$ cat config.mk
export PLATFORM = sky130hd
export DESIGN_NAME = sensor_mem_ctl
export DESIGN_NICKNAME = d
export VERILOG_FILES = /design/src/rtl/sensor_mem_ctl.sv
export SDC_FILE = /design/constraint.sdc
export NUM_CORES = 2
export LEC_CHECK = 0
export ABC_AREA = 1
export BUFFER_PORTS_ARGS = -buffer_cell sky130_fd_sc_hd__clkbuf_2
export CAP_MARGIN = 30
export CORE_ASPECT_RATIO = 0.9
export CORE_MARGIN = 1.5
export CORE_UTILIZATION = 30
export DETAILED_ROUTE_END_ITERATION = 10
export SLEW_MARGIN = 20
export SYNTH_ARGS = -nofsm -noshare
export SYNTH_HDL_FRONTEND = slang
export SYNTH_SLANG_ARGS = --single-unit
$ cat constraint.sdc
create_clock -name clk -period 4.4 [get_ports clk]
set_input_delay 0.22 -clock clk [delete_from_list [all_inputs] [get_ports clk]]
set_output_delay 0.22 -clock clk [all_outputs]
set_load 0.05 [all_outputs]
$ cat src/rtl/sensor_mem_ctl.sv
// Single-port synchronous sample/config memory with a sequential zero-fill engine,
// 1- or 2-cycle read latency with a read-valid pulse, and a sticky illegal-access flag.
module sensor_mem_ctl #(
  parameter int DATA_W   = 8,
  parameter int ADDR_W   = 8,
  parameter int DEPTH    = 256,
  parameter int READ_LAT = 1
) (
  input  logic              clk,
  input  logic              rst_n,
  input  logic              clr_req,
  input  logic [ADDR_W-1:0] addr,
  input  logic [DATA_W-1:0] data_in,
  input  logic              write,
  input  logic              read,
  input  logic              err_clr,
  output logic [DATA_W-1:0] data_out,
  output logic              rd_valid,
  output logic              busy,
  output logic              err,
  output logic              dbg_state
);

  typedef enum logic {
    ST_CLEAR = 1'b0,
    ST_IDLE  = 1'b1
  } state_t;

  localparam logic [ADDR_W:0]   DEPTH_EXT = (ADDR_W + 1)'(DEPTH);
  localparam logic [ADDR_W-1:0] LAST_PTR  = ADDR_W'(DEPTH - 1);

  state_t            r_state;
  logic [ADDR_W-1:0] r_clr_ptr;
  logic              r_busy;
  logic              r_err;
  logic [DATA_W-1:0] r_data_out;
  logic              r_rd_valid;
  logic [DATA_W-1:0] r_mem [DEPTH];

  logic              w_clearing;
  logic              w_in_range;
  logic              w_acc_ok;
  logic              w_rd_acc;
  logic              w_wr_acc;
  logic              w_err_set;
  logic              w_mem_we;
  logic [ADDR_W-1:0] w_mem_addr;
  logic [DATA_W-1:0] w_mem_wdata;
  logic [DATA_W-1:0] w_rd_data;

  // Read and write share one address port, so a simultaneous read+write always
  // targets the same word; the array read below happens before the write lands
  // (read-first), which gives the old contents back.
  assign w_clearing  = (r_state == ST_CLEAR);
  assign w_in_range  = ({1'b0, addr} < DEPTH_EXT);
  assign w_acc_ok    = (r_state == ST_IDLE) && !clr_req;
  assign w_rd_acc    = w_acc_ok && read;
  assign w_wr_acc    = w_acc_ok && write && w_in_range;
  assign w_err_set   = (w_clearing && (read || write)) ||
                       (w_acc_ok && (read || write) && !w_in_range);
  assign w_mem_we    = w_clearing || w_wr_acc;
  assign w_mem_addr  = w_clearing ? r_clr_ptr : addr;
  assign w_mem_wdata = w_clearing ? '0 : data_in;
  assign w_rd_data   = w_in_range ? r_mem[addr] : '0;

  // Array has no reset; the clear engine is what zeroes it.
  always_ff @(posedge clk) begin
    if (w_mem_we) r_mem[w_mem_addr] <= w_mem_wdata;
  end

  always_ff @(posedge clk or negedge rst_n) begin
    if (!rst_n) begin
      r_state   <= ST_CLEAR;
      r_clr_ptr <= '0;
      r_busy    <= 1'b1;
      r_err     <= 1'b0;
    end else begin
      case (r_state)
        ST_CLEAR: begin
          if (r_clr_ptr == LAST_PTR) begin
            r_state <= ST_IDLE;
            r_busy  <= 1'b0;
          end
          r_clr_ptr <= r_clr_ptr + 1'b1;
        end
        default: begin
          if (clr_req) begin
            r_state   <= ST_CLEAR;
            r_clr_ptr <= '0;
            r_busy    <= 1'b1;
          end
        end
      endcase
      if (w_err_set)    r_err <= 1'b1;
      else if (err_clr) r_err <= 1'b0;
    end
  end

  generate
    if (READ_LAT == 2) begin : g_lat2
      logic              r_p1_valid;
      logic [DATA_W-1:0] r_p1_data;
      always_ff @(posedge clk or negedge rst_n) begin
        if (!rst_n) begin
          r_p1_valid <= 1'b0;
          r_p1_data  <= '0;
          r_rd_valid <= 1'b0;
          r_data_out <= '0;
        end else begin
          r_p1_valid <= w_rd_acc;
          if (w_rd_acc) r_p1_data <= w_rd_data;
          r_rd_valid <= r_p1_valid;
          if (r_p1_valid) r_data_out <= r_p1_data;
        end
      end
    end else begin : g_lat1
      always_ff @(posedge clk or negedge rst_n) begin
        if (!rst_n) begin
          r_rd_valid <= 1'b0;
          r_data_out <= '0;
        end else begin
          r_rd_valid <= w_rd_acc;
          if (w_rd_acc) r_data_out <= w_rd_data;
        end
      end
    end
  endgenerate

  assign data_out  = r_data_out;
  assign rd_valid  = r_rd_valid;
  assign busy      = r_busy;
  assign err       = r_err;
  assign dbg_state = r_state;

endmodule

# ---- After elaboration in Yosys (flattened, before gate mapping)
# Memories as Yosys holds them, arrays and structs flattened. A register that Yosys moved wholly into a read port is not among the register bits.
# Index checks and enable logic that the tools add are counted.
dict set report op_classes {
  reduce_logical 11
  n_eq_ne 2
  bitwise_logic 1
  add_sub_neg 1
  n_mux 14
}
# operator n
set ops {}
lappend ops {{$mux 8} 4}
lappend ops {{$mux 1} 10}
lappend ops {{$add 8x1->8 const B} 1}
lappend ops {{$eq 8x8->1 const B} 1}
lappend ops {{$logic_and 1x1->1} 4}
lappend ops {{$reduce_bool 2->1} 2}
lappend ops {{$logic_not 1->1} 2}
lappend ops {{$logic_or 1x1->1} 2}
lappend ops {{$ne 2x2->1 const B} 1}
lappend ops {{$reduce_and 2->1} 1}
lappend ops {{$not 1->1} 1}
dict set report word_totals {
  memories 1
  ramBits 2048
  inputBits 22
  regBits 12
}
# memory words word_bits read_ports rd_ports_with_merged_regs wr line
set mem_list {}
lappend mem_list {r_mem 256 8 1 1 1 38} ;# logic [DATA_W-1:0] r_mem [DEPTH];

# ---- Logic depth before layout (Yosys ltp)
dict set report logic_depth {
  word_depth 6
  ltp_mapped 15
  depth_no_buf 11
}

# ---- Worst setup path after synthesis
# No wires, ideal clock.
dict set report synth_path {
  kind {register to register}
  from {register r_state (netlist: dbg_state)}
  to {memory r_mem[0][0] (data pin)}
  n_path_buf 3
  path_slack_ns -0.487
  setup_time_ns 0.773
  stages_incl_launch_ff 6
  synth_period_minus_slack_ns 4.887
  arrival_ns 4.114
  cell_sequence {dfrtp_1 buf_4 buf_4 clkbuf_1 nand2_1 inv_1}
}
dict set report synth_between {
  elab_chain_cells 1
}
# item line
set synth_rtl {}
lappend synth_rtl {{from (decl)} 32} ;# state_t r_state;
lappend synth_rtl {{from (signal assigned)} 73} ;# r_state <= ST_CLEAR;
lappend synth_rtl {{from (signal assigned)} 81} ;# r_state <= ST_IDLE;
lappend synth_rtl {{from (signal assigned)} 88} ;# r_state <= ST_CLEAR;
lappend synth_rtl {{$mux 8} 63} ;# assign w_mem_wdata = w_clearing ? '0 : data_in;
lappend synth_rtl {{net w_mem_wdata[0]} 48} ;# logic [DATA_W-1:0] w_mem_wdata;
lappend synth_rtl {{to (decl)} 38}
# The timed path passes the listed nets, and every way through them passes these cells.

# ---- Worst setup path in the final report
dict set report layout_path {
  from {register r_state (netlist: dbg_state)}
  to {memory r_mem[134][6], enable pin}
}
dict set report layout_between {
  elab_chain_cells 5
  elab_cells_between_ends 7
  classes_between {3 x mux; 1 x bitwise; 3 x reduce/logical}
}
# item line
set layout_rtl {}
lappend layout_rtl {{$logic_and 1x1->1} 56} ;# assign w_acc_ok = (r_state == ST_IDLE) && !clr_req;
lappend layout_rtl {{$logic_and 1x1->1} 58} ;# assign w_wr_acc = w_acc_ok && write && w_in_range;
lappend layout_rtl {{$logic_or 1x1->1} 61} ;# assign w_mem_we = w_clearing || w_wr_acc;
lappend layout_rtl {{$mux 1} 68} ;# if (w_mem_we) r_mem[w_mem_addr] <= w_mem_wdata;
lappend layout_rtl {{$mux 1 (not written as such)} 68}
# Parallel ways exist; a longest one is shown, timed or not.

==> impl_metrics.csv <==
group,metric,value,unit
timing,rsz0062_at_grt,"no",
global_route,grt_max_degree,203,
cts,cts_tree,"done",
cts,cts_max_path_buffers,3,
timing,hold_viol,0,
power_and_ir_drop,leakagePower,32.6,nW
place,dpl_cell_area,88100,um^2
timing,period_needed,3.66,ns
synthesis,synthesis.nets,7125,
timing,finalCritPeriodShare,83.2,%
min_path,worstHoldEndpoint,"err",
floorplanning,fp-row-count,184,
global_route,track_usage,16.0,%
critical_path,critPathArrivalTime,4.14,ns
cts,cts_sinks,2068,
synthesis,syn_avg_cell_area,11.9,um^2
run_status,outcome,"completed",
timing,setup_violations,0,
power_and_ir_drop,power_density,448,nW/um^2
final_layout,nFillCells,27300,
place,io_buffers,33,
floorplanning,dieArea,284000,um^2
min_path,hold_start,"read",
place,hpwl,135,mm
synthesis,netlist_instances,7102,
timing,tns,0,ns
final_layout,fin_area,94500,um^2
synthesis,ys_seq_area_share,73.7,%
min_path,hold_class,"input port to flip-flop",
global_route,grt_pass1_wl,343,mm
routing,drtIter0Drc,7311,
critical_path,reg2regPathDepth,6,
power_and_ir_drop,ir_worst_vdd,0.393,mV
final_layout,syn_to_final_growth,12.3,%
flow_run,cap_violations,0,
timing,tightest_slew,1.09,ns
critical_path,crit_type,"flip-flop to flip-flop",
global_route,antenna_found_initial,10,
final_layout,final_nets,7013,
critical_path,endpoint_kind,"flip-flop",
routing,route.detailed.drc,0,
floorplanning,fp.dieH,505,um
routing,wl,234,mm
critical_path,worstPathCellList,"inv_1 > a21oi_1 > clkinv_1 > nand2_1 > buf_4 > nor2_1",
final_layout,drive_gt1_share,6.77,%
place,gp_congestion,0.863,
routing,post_drt_via_cell_ratio,5.07,
timing,relSlewSlack,27.1,%
floorplanning,fp.coreArea,279000,um^2
floorplanning,start_util,30.1,%
global_route,grt_pass1_vias,52300,
routing,via_count,55200,
timing,fin_skew,0.0251,ns
timing,drv_slew,0,
cts,cts-root-buf,"clkbuf_16",
synthesis,syn-cell-area,84200,um^2
min_path,min_path_cells,4,
critical_path,worst_r2r_startpoint,"dbg_state",
routing,wl_per_cell,21.5,um
critical_path,r2r-end,"r_mem[134][6]",
floorplanning,io-pin-count,34,
synthesis,synth_cell_types,26,
critical_path,r2r_slack,0.74,ns
cts,path_clk_slew,0.06,ns
synthesis,ys_warn_count,0,
cts,htreeDepth,4,
cts,cts_buffers,199,
critical_path,crit_fanout,21,
routing,dr.pass1.iters,6,
critical_path,critPathRequiredTime,4.88,ns
critical_path,critical-path-max-stage-delay,0.80,ns
floorplanning,die_x,561,um
critical_path,startpoint_type,"flip-flop",
timing,timing.fmax,273,MHz
critical_path,crit_slowest_cell,"dfrtp_1",
global_route,grt.overflow.total,0,
cts,clock_latency,0.83,ns
cts,ctsResizeCount,0,
synthesis,yosys_register_bits,2068,
routing,antenna_left,0,
==> area by class of cell <==
class / count / area, um^2 / share of cell area (%)
antenna: 4 / 10.0 / 0.0106
tap: 3720 / 4650 / 4.92
timing repair buffer: 172 / 1720 / 1.82
sequential: 2068 / 62000 / 65.6
inverter: 64 / 304 / 0.322
clock buffer: 264 / 5420 / 5.73
clock inverter: 106 / 925 / 0.978
multi-input combinational: 4485 / 19500 / 20.6
==> report_power, final <==
| part | internal (mW) | total (mW) | switching [mW] | leakage (nW) |
|---|---|---|---|---|
| combinational | 0.751 | 3.59 | 2.84 | 10.2 |
| sequential | 21.8 | 21.9 | 0.120 | 19.2 |
| clock | 9.52 | 16.8 | 7.31 | 3.12 |
| total | 32.0 | 42.3 | 10.3 | 32.6 |
==> metal layers <==
layer	vias to the layer above	share of wire (%)	global-route usage [%]
met5	-	0	0
met4	0	3.4	5.65
met3	399	9.5	3.06
met2	2792	44	24.2
met1	27000	43	22.9
li1	25000	-	-
==> flip-flops by register name, indices dropped and copies added, names as in the netlist <==
| signal | count |
|---|---|
| busy | 1 |
| data_out | 8 |
| dbg_state | 1 |
| err | 1 |
| r_clr_ptr | 8 |
| r_mem | 2048 |
| rd_valid | 1 |
==> worst max-delay path: cells and delay by family (launching register included) <==
kind | cells | cell delay (ns)
AOI/OAI and AO/OA | 1 | 0.28
and+or+nand+nor | 2 | 1.01
DFF | 1 | 0.80
buffers and inverters | 3 | 1.21
==> through the flow <==
stage	total power [mW]	std cells	hold WS, ns	util [%]	worst slack [ns]
6_report	42.3	10900	0.0494	33.9	0.741
5_1_grt	43.5	10900	0.0347	33.9	0.621
4_1_cts	42.5	10900	0.0243	33.8	0.883
3_5_place_dp	25.8	10500	0.316	31.5	0.884
3_3_place_gp	25.8	10500	0.310	31.5	0.855
2_1_floorplan	24.3	7102	-0.0756	-	0.695
==> cells in the mapped netlist, drive strengths merged <==
cell type	instances	area share, %
nor3	3	0.024
ha	1	0.015
clkbuf	86	0.38
inv	61	0.28
nand3	2045	12
nand3b	1	0.0089
nand2	2120	9.5
o21ai	16	0.10
edfxtp	2048	73
a21oi	7	0.051
buf	399	2.5
nor4	1	0.0074
dfrtp	19	0.56
nor2	291	1.3
dfstp	1	0.031
clkinv	3	0.013
==> placed cells by master, fill, tap and decap left out, types with 2 or more instances in the layout <==
master / n
a21oi_1: 5
a21oi_2: 2
buf_12: 36
buf_4: 98
buf_8: 3
bufinv_16: 15
clkbuf_1: 52
clkbuf_16: 205
clkbuf_2: 28
clkbuf_8: 7
clkinv_1: 43
clkinv_2: 39
clkinv_4: 2
clkinv_8: 2
clkinvlp_4: 10
dfrtp_1: 19
diode_2: 4
dlygate4sd3_1: 5
edfxtp_1: 2048
inv_1: 44
inv_16: 2
inv_2: 5
inv_6: 5
inv_8: 2
nand2_1: 2119
nand3_1: 2045
nor2_1: 274
nor2_2: 17
nor3_1: 2
o21ai_0: 13
o21ai_1: 2
==> timing repair <==
action / CTS / global route
buffers inserted: 0 / 0
hold endpoints to repair: 31 / 0
hold buffers: 5 / 0
endpoints found under the setup margin: 0 / 0
==> logic make-up after synthesis <==
family                     Yosys count  synth area share (%)
AOI/OAI and AO/OA                   23                 0.150
DFF                               2068                  73.7
adders and majority gates            1                0.0149
buffers and inverters              549                  3.17
and+or+nand+nor                   4461                  23.0
==> worst max-delay path by stage <==
stage / startpoint / depth (start not counted) / slack, ns / to
CTS: dbg_state / 6 / 0.88 / r_mem[135][0]
detailed placement: dbg_state / 6 / 0.88 / r_mem[135][7]
floorplan: dbg_state / 5 / 0.69 / r_mem[0][0]
finish: dbg_state / 6 / 0.74 / r_mem[134][6]
global route: dbg_state / 6 / 0.62 / r_mem[6][0]
global placement: dbg_state / 9 / 0.85 / r_mem[36][6]
Note: power is estimated with default switching activity, not from simulation.
